$ cat config.mk
export PLATFORM = sky130hd
export DESIGN_NAME = alu_flag_register
export DESIGN_NICKNAME = d
export VERILOG_FILES = /design/src/rtl/alu_flag_register.sv
export SDC_FILE = /design/constraint.sdc
export NUM_CORES = 1
export LEC_CHECK = 0
export CAP_MARGIN = 10
export CORE_UTILIZATION = 49
export CTS_CLUSTER_DIAMETER = 80
export DETAILED_ROUTE_END_ITERATION = 10
export PLACE_DENSITY = 0.89
export SLEW_MARGIN = 15
export SYNTH_ARGS = -nofsm -noshare
export SYNTH_HDL_FRONTEND = slang
export SYNTH_SLANG_ARGS = --single-unit
$ cat constraint.sdc
create_clock -name clk -period 2.3 [get_ports clk]
set_input_delay 0.46 -clock clk [delete_from_list [all_inputs] [get_ports clk]]
set_output_delay 0.46 -clock clk [all_outputs]
set_load 0.005 [all_outputs]
$ cat src/rtl/alu_flag_register.sv
// Registered ALU status stage: 2-entry result/flag queue, condition codes, branch condition and overflow tracking.
// Optional macro FLAG_CHECK_EN adds a sticky check of in_zero/in_negative against in_result.
module alu_flag_register #(
  parameter int DATA_W = 32,
  parameter int CNT_W  = 8
) (
  input  logic              clk,
  input  logic              rst_n,
  input  logic              in_valid,
  output logic              in_ready,
  input  logic [DATA_W-1:0] in_result,
  input  logic              in_zero,
  input  logic              in_negative,
  input  logic              in_overflow,
  output logic              out_valid,
  input  logic              out_ready,
  output logic [DATA_W-1:0] out_result,
  output logic              out_zero,
  output logic              out_negative,
  output logic              out_overflow,
  input  logic [2:0]        cond_sel,
  output logic              cond_true,
  input  logic              clr_sticky,
  output logic              sticky_ovf,
  output logic [CNT_W-1:0]  ovf_count,
  output logic              flag_mismatch
);

  // state | meaning
  // EMPTY | no entries held
  // ONE   | head holds the only entry
  // FULL  | head holds oldest, tail holds newest
  typedef enum logic [1:0] {EMPTY, ONE, FULL} state_t;

  localparam int ENT_W = DATA_W + 3;
  localparam logic [CNT_W-1:0] CNT_MAX = '1;
  localparam logic [CNT_W-1:0] CNT_ONE = CNT_W'(1);

  state_t           state, state_nxt;
  logic [ENT_W-1:0] head, tail, in_entry;
  logic             push, pop;
  logic             load_head_in, load_head_tail, load_tail;
  logic             cc_zero, cc_negative, cc_overflow;
  logic             push_ovf;

  assign in_entry = {in_result, in_zero, in_negative, in_overflow};

  always_ff @(posedge clk or negedge rst_n) begin
    if (!rst_n) state <= EMPTY;
    else        state <= state_nxt;
  end

  // in_ready is gated by rst_n so it reads 0 while reset is held.
  always_comb begin
    state_nxt      = state;
    in_ready       = rst_n && (state != FULL);
    out_valid      = (state != EMPTY);
    push           = in_valid && in_ready;
    pop            = out_valid && out_ready;
    load_head_in   = 1'b0;
    load_head_tail = 1'b0;
    load_tail      = 1'b0;
    case (state)
      EMPTY: begin
        if (push) begin
          state_nxt    = ONE;
          load_head_in = 1'b1;
        end
      end
      ONE: begin
        case ({push, pop})
          2'b10: begin
            state_nxt = FULL;
            load_tail = 1'b1;
          end
          2'b01: state_nxt = EMPTY;
          2'b11: load_head_in = 1'b1;
          default: state_nxt = ONE;
        endcase
      end
      FULL: begin
        if (pop) begin
          state_nxt      = ONE;
          load_head_tail = 1'b1;
        end
      end
      default: state_nxt = EMPTY;
    endcase
  end

  always_ff @(posedge clk or negedge rst_n) begin
    if (!rst_n) begin
      head <= '0;
      tail <= '0;
    end else begin
      if (load_head_in)        head <= in_entry;
      else if (load_head_tail) head <= tail;
      if (load_tail)           tail <= in_entry;
    end
  end

  assign {out_result, out_zero, out_negative, out_overflow} = head;

  always_ff @(posedge clk or negedge rst_n) begin
    if (!rst_n) begin
      cc_zero     <= 1'b0;
      cc_negative <= 1'b0;
      cc_overflow <= 1'b0;
    end else if (push) begin
      cc_zero     <= in_zero;
      cc_negative <= in_negative;
      cc_overflow <= in_overflow;
    end
  end

  always_comb begin
    cond_true = 1'b0;
    case (cond_sel)
      3'd0: cond_true = cc_zero;
      3'd1: cond_true = !cc_zero;
      3'd2: cond_true = cc_negative;
      3'd3: cond_true = !cc_negative;
      3'd4: cond_true = cc_overflow;
      3'd5: cond_true = !cc_overflow;
      3'd6: cond_true = (cc_negative == cc_overflow);
      3'd7: cond_true = (cc_negative != cc_overflow);
      default: cond_true = 1'b0;
    endcase
  end

  assign push_ovf = push && in_overflow;

  // A clear coinciding with an overflow push restarts tracking from that push.
  always_ff @(posedge clk or negedge rst_n) begin
    if (!rst_n) begin
      sticky_ovf <= 1'b0;
      ovf_count  <= '0;
    end else if (clr_sticky) begin
      sticky_ovf <= push_ovf;
      ovf_count  <= push_ovf ? CNT_ONE : '0;
    end else if (push_ovf) begin
      sticky_ovf <= 1'b1;
      if (ovf_count != CNT_MAX) ovf_count <= ovf_count + CNT_ONE;
    end
  end

`ifdef FLAG_CHECK_EN
  logic calc_zero, calc_negative, push_mismatch;

  assign calc_zero     = (in_result == '0);
  assign calc_negative = in_result[DATA_W-1];
  assign push_mismatch = push && ((calc_zero != in_zero) || (calc_negative != in_negative));

  always_ff @(posedge clk or negedge rst_n) begin
    if (!rst_n)          flag_mismatch <= 1'b0;
    else if (clr_sticky) flag_mismatch <= push_mismatch;
    else if (push_mismatch) flag_mismatch <= 1'b1;
  end
`else
  assign flag_mismatch = 1'b0;
`endif

endmodule

==> results.md, run 1 <==
* Final WL at 8690 um
* CTS tree: yes
* Top_reg_cell synth: dfrtp_1
* Chip height at 88.0 um
* First-pass GRT wire length at 14300 um
* Layout Nets at 425
* RSZ-0062 raised after global routing: false
* Final Hold Viols at 0
* Relative slew slack at 53.3%
* Synthesized flop and latch total at 84
* Max-slew violation count at 0
* Area Growth Syn to Fin at 37.5%
* Outcome: finished clean
* Fill count at 486
* Via count at 2798
* Setup TNS at 0 ns
* Clock Pin Slew Worst Setup and Hold Paths at 0.09 ns
* Complex-gate fraction of the synthesized area at 13.4%
* XOR/XNOR Fraction of Synth Area at 0.242%
* H-tree Lvls at 3
* Largest net degree at the start of global routing at 59
* CTS Root Cell: clkbuf_8
* Vias per inst at 5.83
* Die W at 88.0 um
* Design Power at 0.00574 W
* First-iteration detailed-routing DRC count at 155
* Adder-Cell Fraction of Synth Area at 1.04%
* Core Util, Final at 71.4%
* Antenna Cells at 0
* Layout Cells excl Fill at 480
* Synth cell types at 35
* Remaining antenna violation count at 0
* Post-Syn Instances at 283
* WHS at 0.148 ns
* Seq/Total Area, Yosys at 58.0%
* Initial antenna violation count at 0
* Max Clk Rate at 0.460 GHz
* Async S/R FF share, synth at 100%
* Core region area at 0.00698 mm2
* Detailed-route DRC error count at 0
* Post-CTS setup buffers at 0
* CP endpoint kind: output port
* Worst EP required at 1.84 ns
* Largest family of logic cells by synthesized area: compound AO/OA/AOI/OAI gates
* Max Cap Viol at 0
* Vias in the first global route at 2914
* Post-synth EDFFs at 0
* Final Cycle Share at 94.5%
* Least-Margin Pin Slew at 0.701 ns
* Die ar. at 0.00775 mm2
* Syn Nets at 329
* P_leak at 2.26 nW
* Synth Area in Simple Gates at 11.9%
* Average wire per cell in the routed design at 18.1 um
* Grt total ovfl at 0
* I/O Pins at 91
* First-pass iteration count of the detailed router at 4
* CP Launch Type: input pin
* Mux cell area share after synthesis at 12.6%
* Initial core utilization at 51.9%
* Total GRT Usage at 24.2%
* DP Cell Count at 462
* Number of port buffers at 89
* Power density cells at 1150 mW/mm2
* CTS sink count at 84
* WP data arrival at 1.71 ns
* Detailed Place HPWL at 5570 um
* Final setup vio count at 0
* Share of cells above drive strength 1 at 20.1%
* Rows at 30
* Placer Congestion at 0.793
* HP Class: input pin to asynchronous set/reset pin
* Crit-path max FO at 2
* Mapped Area at 0.00363 mm2
* Clock buffer depth at 2
* Synth warn at 0
* Num CTS Buffers at 9
* Worst vdd ir at 0.643 mV
* Mean Syn Cell Area at 12.8 um2
* WS Path Type: input pin to output port
* Period minus WS final at 2.17 ns
* Skew final at 0.00998 ns
* Worst-Skew Late Latency at 0.35 ns
## report_power, final
group          switching [W]  internal (W)
clock network       0.000545      0.000840
logic               0.000664       0.00123
registers           0.000356       0.00210
## sequential cells by signal, summed over array words and instances, names as in the netlist
register and count:
state 2, cc_negative 1, head 35, tail 35, cc_zero 1, sticky_ovf 1
cc_overflow 1, ovf_count 8
## path summary, 6_finish.rpt
check / slack (ns) / to / startpoint / cells past startpoint
worst max-delay path: 0.13 / cond_true / cond_sel[1] / 6
worst min-delay path: 0.15 / tail[9] / rst_n / 2
worst max register to register: 0.19 / head[26] / state[0] / 8
worst min register to register: 0.49 / sticky_ovf / sticky_ovf / 1
max in group asynchronous: 1.52 / tail[15] / rst_n / 2
min in group clk: 0.49 / sticky_ovf / sticky_ovf / 1
## through the flow
step | setup WS [ns] | cell area (um2)
after global placement | -0.108 | 4690
after CTS | 0.00655 | 4970
after global routing | 0.0411 | 4990
after floorplan | 0.241 | 3630
after detailed placement | -0.212 | 4690
final | 0.127 | 4990
## synth_stat cells, types with 2 or more instances
library cell  number  area share [%]
dfrtp_1           84              58
mux2_2            38              12
and3_1            37             6.4
a221o_1           35             9.7
buf_2             10             1.4
nand2_1           10             1.0
clkbuf_1           8            0.83
a21oi_1            7            0.97
nor2_1             5            0.52
o21ai_0            5            0.69
nand3_1            4            0.55
nor2b_1            4            0.69
ha_1               3             1.0
inv_1              3            0.31
mux2i_1            3            0.83
nand2b_1           3            0.52
and2_1             2            0.35
nand4_1            2            0.35
o41ai_1            2            0.48
or2_2              2            0.35
or4_1              2            0.41
## placed cells by master, fill, tap and decap left out, types with 2 or more instances in the layout
cell type	netlist	final
o21ai_0	5	4
clkbuf_8	0	9
and3_1	37	37
nand2_1	10	10
inv_1	3	3
buf_4	1	12
or2_2	2	2
mux2_2	38	38
clkdlybuf4s50_1	0	87
buf_12	0	2
nor2_1	5	4
nand4_1	2	2
mux2i_1	3	3
or4_1	2	2
a221o_1	35	35
bufinv_16	0	4
and2_1	2	2
ha_1	3	3
dfrtp_1	84	84
nand2b_1	3	3
a21oi_1	7	6
nand3_1	4	4
o41ai_1	2	2
a21oi_4	0	2
nor2b_1	4	3
## worst max-delay path, cell delays in order
cell             delay [ns]
clkdlybuf4s50_1        0.43
nand2b_1               0.12
mux2i_1                0.23
o21ai_2                0.08
xnor2_1                0.15
dlygate4sd2_1          0.25
## metal layers
layer  track usage [%]  part of all wire (%)
met3              5.84                   7.4
met4              8.36                   1.1
met5                 0                     0
met1              32.4                    44
met2              39.0                    47
## final cells by class
| type | instances | area (um2) | share of cell area (%) |
|---|---|---|---|
| flip-flops and latches | 84 | 2100 | 42.2 |
| multi-input cells | 178 | 1460 | 29.3 |
| repair buffers | 103 | 1020 | 20.5 |
| clock inverters | 7 | 148 | 2.96 |
| clock buffers | 9 | 124 | 2.48 |
| well taps | 96 | 120 | 2.41 |
| inverters | 3 | 11.3 | 0.226 |
## cells by family after synthesis
group | count (synthesis)
buffers and inverters | 22
xor gates and xnor gates | 1
muxes | 41
and+or+nand+nor | 75
AOI/OAI and AO/OA | 56
adders and majority gates | 3
DFF | 84
other | 1
## repair_timing
item                                    4_1_cts  5_1_grt
pin swaps                                     0        1
hold buffers                                  1        0
endpoints found under the setup margin        1       35
resized for setup                             3        1
cloned                                        0        1
endpoints found under the hold margin         4        0
(Power assumes the default switching activity.)
==> run 2, diff against run 1 <==
clock period = 2.1 ns   (was 2.3 ns; I/O delays follow)
==> run 2 against run 1 <==
  * Count of clock-buffer cells in the layout unchanged
  * Largest power group unchanged
  * Clock skew increased by 0.00054 ns
  * Total power increased by 6.2%
  * Largest cell class unchanged
  * Cell area about the same
  * Combinational power increased by 13%
  * Global-route usage increased by 0.72 points
  * Hold slack improved by 0.068 ns
  * Flip-flop and latch count unchanged
  * Wire length increased by 3.5%
==> results.md, run 2 (synthesis results as in run 1) <==
* Outcome: finished clean
* Commonest non-fill, non-tap cell in the layout: clkdlybuf4s50_1
* CP endpoint kind: output port
* Antenna Cells at 0 (unchanged)
* Worst vdd ir at 0.763 mV (+19%)
* Worst EP required at 1.68 ns (-0.16 ns)
* Num CTS Buffers at 9 (unchanged)
* Critical-path cell list: buf_4, nand2b_4, and2_1, clkdlybuf4s50_1
* CP delay by family, top: buffers and inverters
* Final Hold Viols at 0 (unchanged)
* Placed cell area at 0.00473 mm2 (+0.85%)
* HP Class: input pin to asynchronous set/reset pin
* Core region area at 0.00698 mm2 (unchanged)
* Power density cells at 1220 mW/mm2 (+6.2%)
* Combinational share of power at 35.2% (+2.2 points)
* Initial antenna violation count at 0 (unchanged)
* Number of port buffers at 89 (unchanged)
* Vias in the first global route at 2915 (+0.034%)
* Relative slew slack at 53.2% (-0.10 points)
* WS Path Type: flop to output port
* Average wire per cell in the routed design at 18.5 um (+2.0%)
* CTS sink count at 84 (unchanged)
* P_leak at 2.28 nW (+0.73%)
* Clock buffer depth at 2 (unchanged)
* Detailed Place HPWL at 6070 um (+9.0%)
* Least-Margin Pin Slew at 0.702 ns (+0.00157 ns)
* RSZ-0062 raised after global routing: false
* Die ar. at 0.00775 mm2 (unchanged)
* Worst path buffer plus inverter count at 2 (unchanged)
* Total GRT Usage at 25.0% (+0.72 points)
* Vias per inst at 5.86 (+0.50%)
* First-pass GRT wire length at 14600 um (+2.2%)
* CTS tree: yes
* Core Util, Final at 71.5% (about the same)
* NetSw at 0.00174 W (+11%)
* CTS Root Cell: clkbuf_8
* I/O Pins at 91 (unchanged)
* Grt total ovfl at 0 (unchanged)
* Remaining antenna violation count at 0 (unchanged)
* Skew final at 0.0105 ns (+0.000543 ns)
* Period minus WS final at 2.05 ns
* Crit-path max FO at 5 (+3)
* Int Power at 0.00435 W (+4.3%)
* CP Launch Type: flop
* Seq pwr share at 44.0% (+1.2 points)
* Final setup vio count at 0 (unchanged)
* Most frequent cells in the layout: 86 x clkdlybuf4s50_1, 84 x dfrtp_1, 38 x mux2_2, 37 x and3_1, 35 x a221o_1
* Worst-Skew Late Latency at 0.35 ns (about the same)
* Switching share of power at 28.6% (+1.3 points)
* Initial core utilization at 51.9% (unchanged)
* Post-CTS setup buffers at 0 (unchanged)
* Die W at 88.0 um (unchanged)
* Clock network power share at 20.8% (-3.3 points)
* Final Cycle Share at 97.7%
* Layout Nets at 432 (+1.6%)
* Rows at 30 (unchanged)
* Clock Pin Slew Worst Setup and Hold Paths at 0.08 ns (about the same)
* Max-slew violation count at 0 (unchanged)
* Largest stage delay, worst path at 0.44 ns (about the same)
* Max Cap Viol at 0 (unchanged)
* H-tree Lvls at 3 (unchanged)
* Post-route cell area at 0.00499 mm2 (about the same)
* Final WL at 8990 um (+3.5%)
* Crit-path slowest cell: clkdlybuf4s50_1
* Area Growth Syn to Fin at 37.6% (about the same)
* Chip height at 88.0 um (unchanged)
* WP data arrival at 1.63 ns (-0.08 ns)
* First-iteration detailed-routing DRC count at 134 (-14%)
* Via count at 2853 (+2.0%)
* First-pass iteration count of the detailed router at 4 (unchanged)
* Fill count at 497 (+2.3%)
* Largest net degree at the start of global routing at 59 (unchanged)
* Max Clk Rate at 0.487 GHz
* Placer Congestion at 0.885 (+12%)
* Largest registers: head: 35 flops, tail: 35 flops, ovf_count: 8 flops
* Share of cells above drive strength 1 at 22.0% (+1.9 points)
* Detailed-route DRC error count at 0 (unchanged)
[run 2: path summary, 6_finish.rpt]
check | startpoint | end | slack, ns | depth (start not counted)
setup / recovery | state[0] | in_ready | 0.05 | 4
hold / removal | rst_n | tail[1] | 0.22 | 3
setup reg to reg | state[0] | head[24] | 0.15 | 8
hold reg to reg | tail[17] | tail[17] | 0.50 | 1
min in group clk | rst_n | cc_overflow | 0.47 | 4
max in group asynchronous | rst_n | state[0] | 1.27 | 3
[run 2: repair_timing]
action                                 CTS  global route
hold buffers                             1             0
setup endpoints to repair               37            31
pin swaps                                1             0
cloned                                   1             0
resized for setup                        5             2
endpoints found under the hold margin    4             0
[run 2: power groups by stage]
stage               sequential [W]  clock [W]  combinational [W]
floorplan                  0.00263          0           0.000993
global placement           0.00265          0            0.00201
detailed placement         0.00269          0            0.00212
CTS                        0.00267    0.00129            0.00216
global route               0.00276    0.00135            0.00233
finish                     0.00268    0.00127            0.00214
[run 2: per-stage QoR]
step	total power (W)	setup slack (ns)	hold WS, ns	TNS, ns	cells
4_1_cts	0.00613	0.0454	0.197	0	487
3_3_place_gp	0.00466	-0.264	0.356	-9.84	469
2_1_floorplan	0.00362	0.0811	0.124	0	283
5_1_grt	0.00644	0.00525	0.225	0	487
6_report	0.00609	0.0487	0.217	0	487
3_5_place_dp	0.00481	-0.356	0.361	-14.39	469
[run 2: layout make-up]
class / count / area (um2) / share of cell area, %
Multi-Input combinational cell: 178 / 1470 / 29.5
Tap cell: 96 / 120 / 2.41
Sequential cell: 84 / 2100 / 42.1
Clock inverter: 7 / 97.6 / 1.96
Clock buffer: 9 / 124 / 2.48
Timing Repair Buffer: 110 / 1060 / 21.3
Inverter: 3 / 11.3 / 0.226
[run 2: worst register-to-register path: cells and delay by family, from the launching register on]
kind	cells	cell delay, ns
flops	1	0.38
compound gates	1	0.32
simple gates	3	0.50
fa+ha+maj	1	0.22
mux	1	0.17
buf+inv	2	0.26
[run 2: metal layers]
layer | up-vias | GRT usage [%] | part of all wire (%)
met5 | - | 0 | 0
met4 | 0 | 8.06 | 0.42
met3 | 4 | 5.56 | 6.8
met2 | 108 | 41.9 | 51
met1 | 1450 | 32.3 | 42
li1 | 1291 | - | -
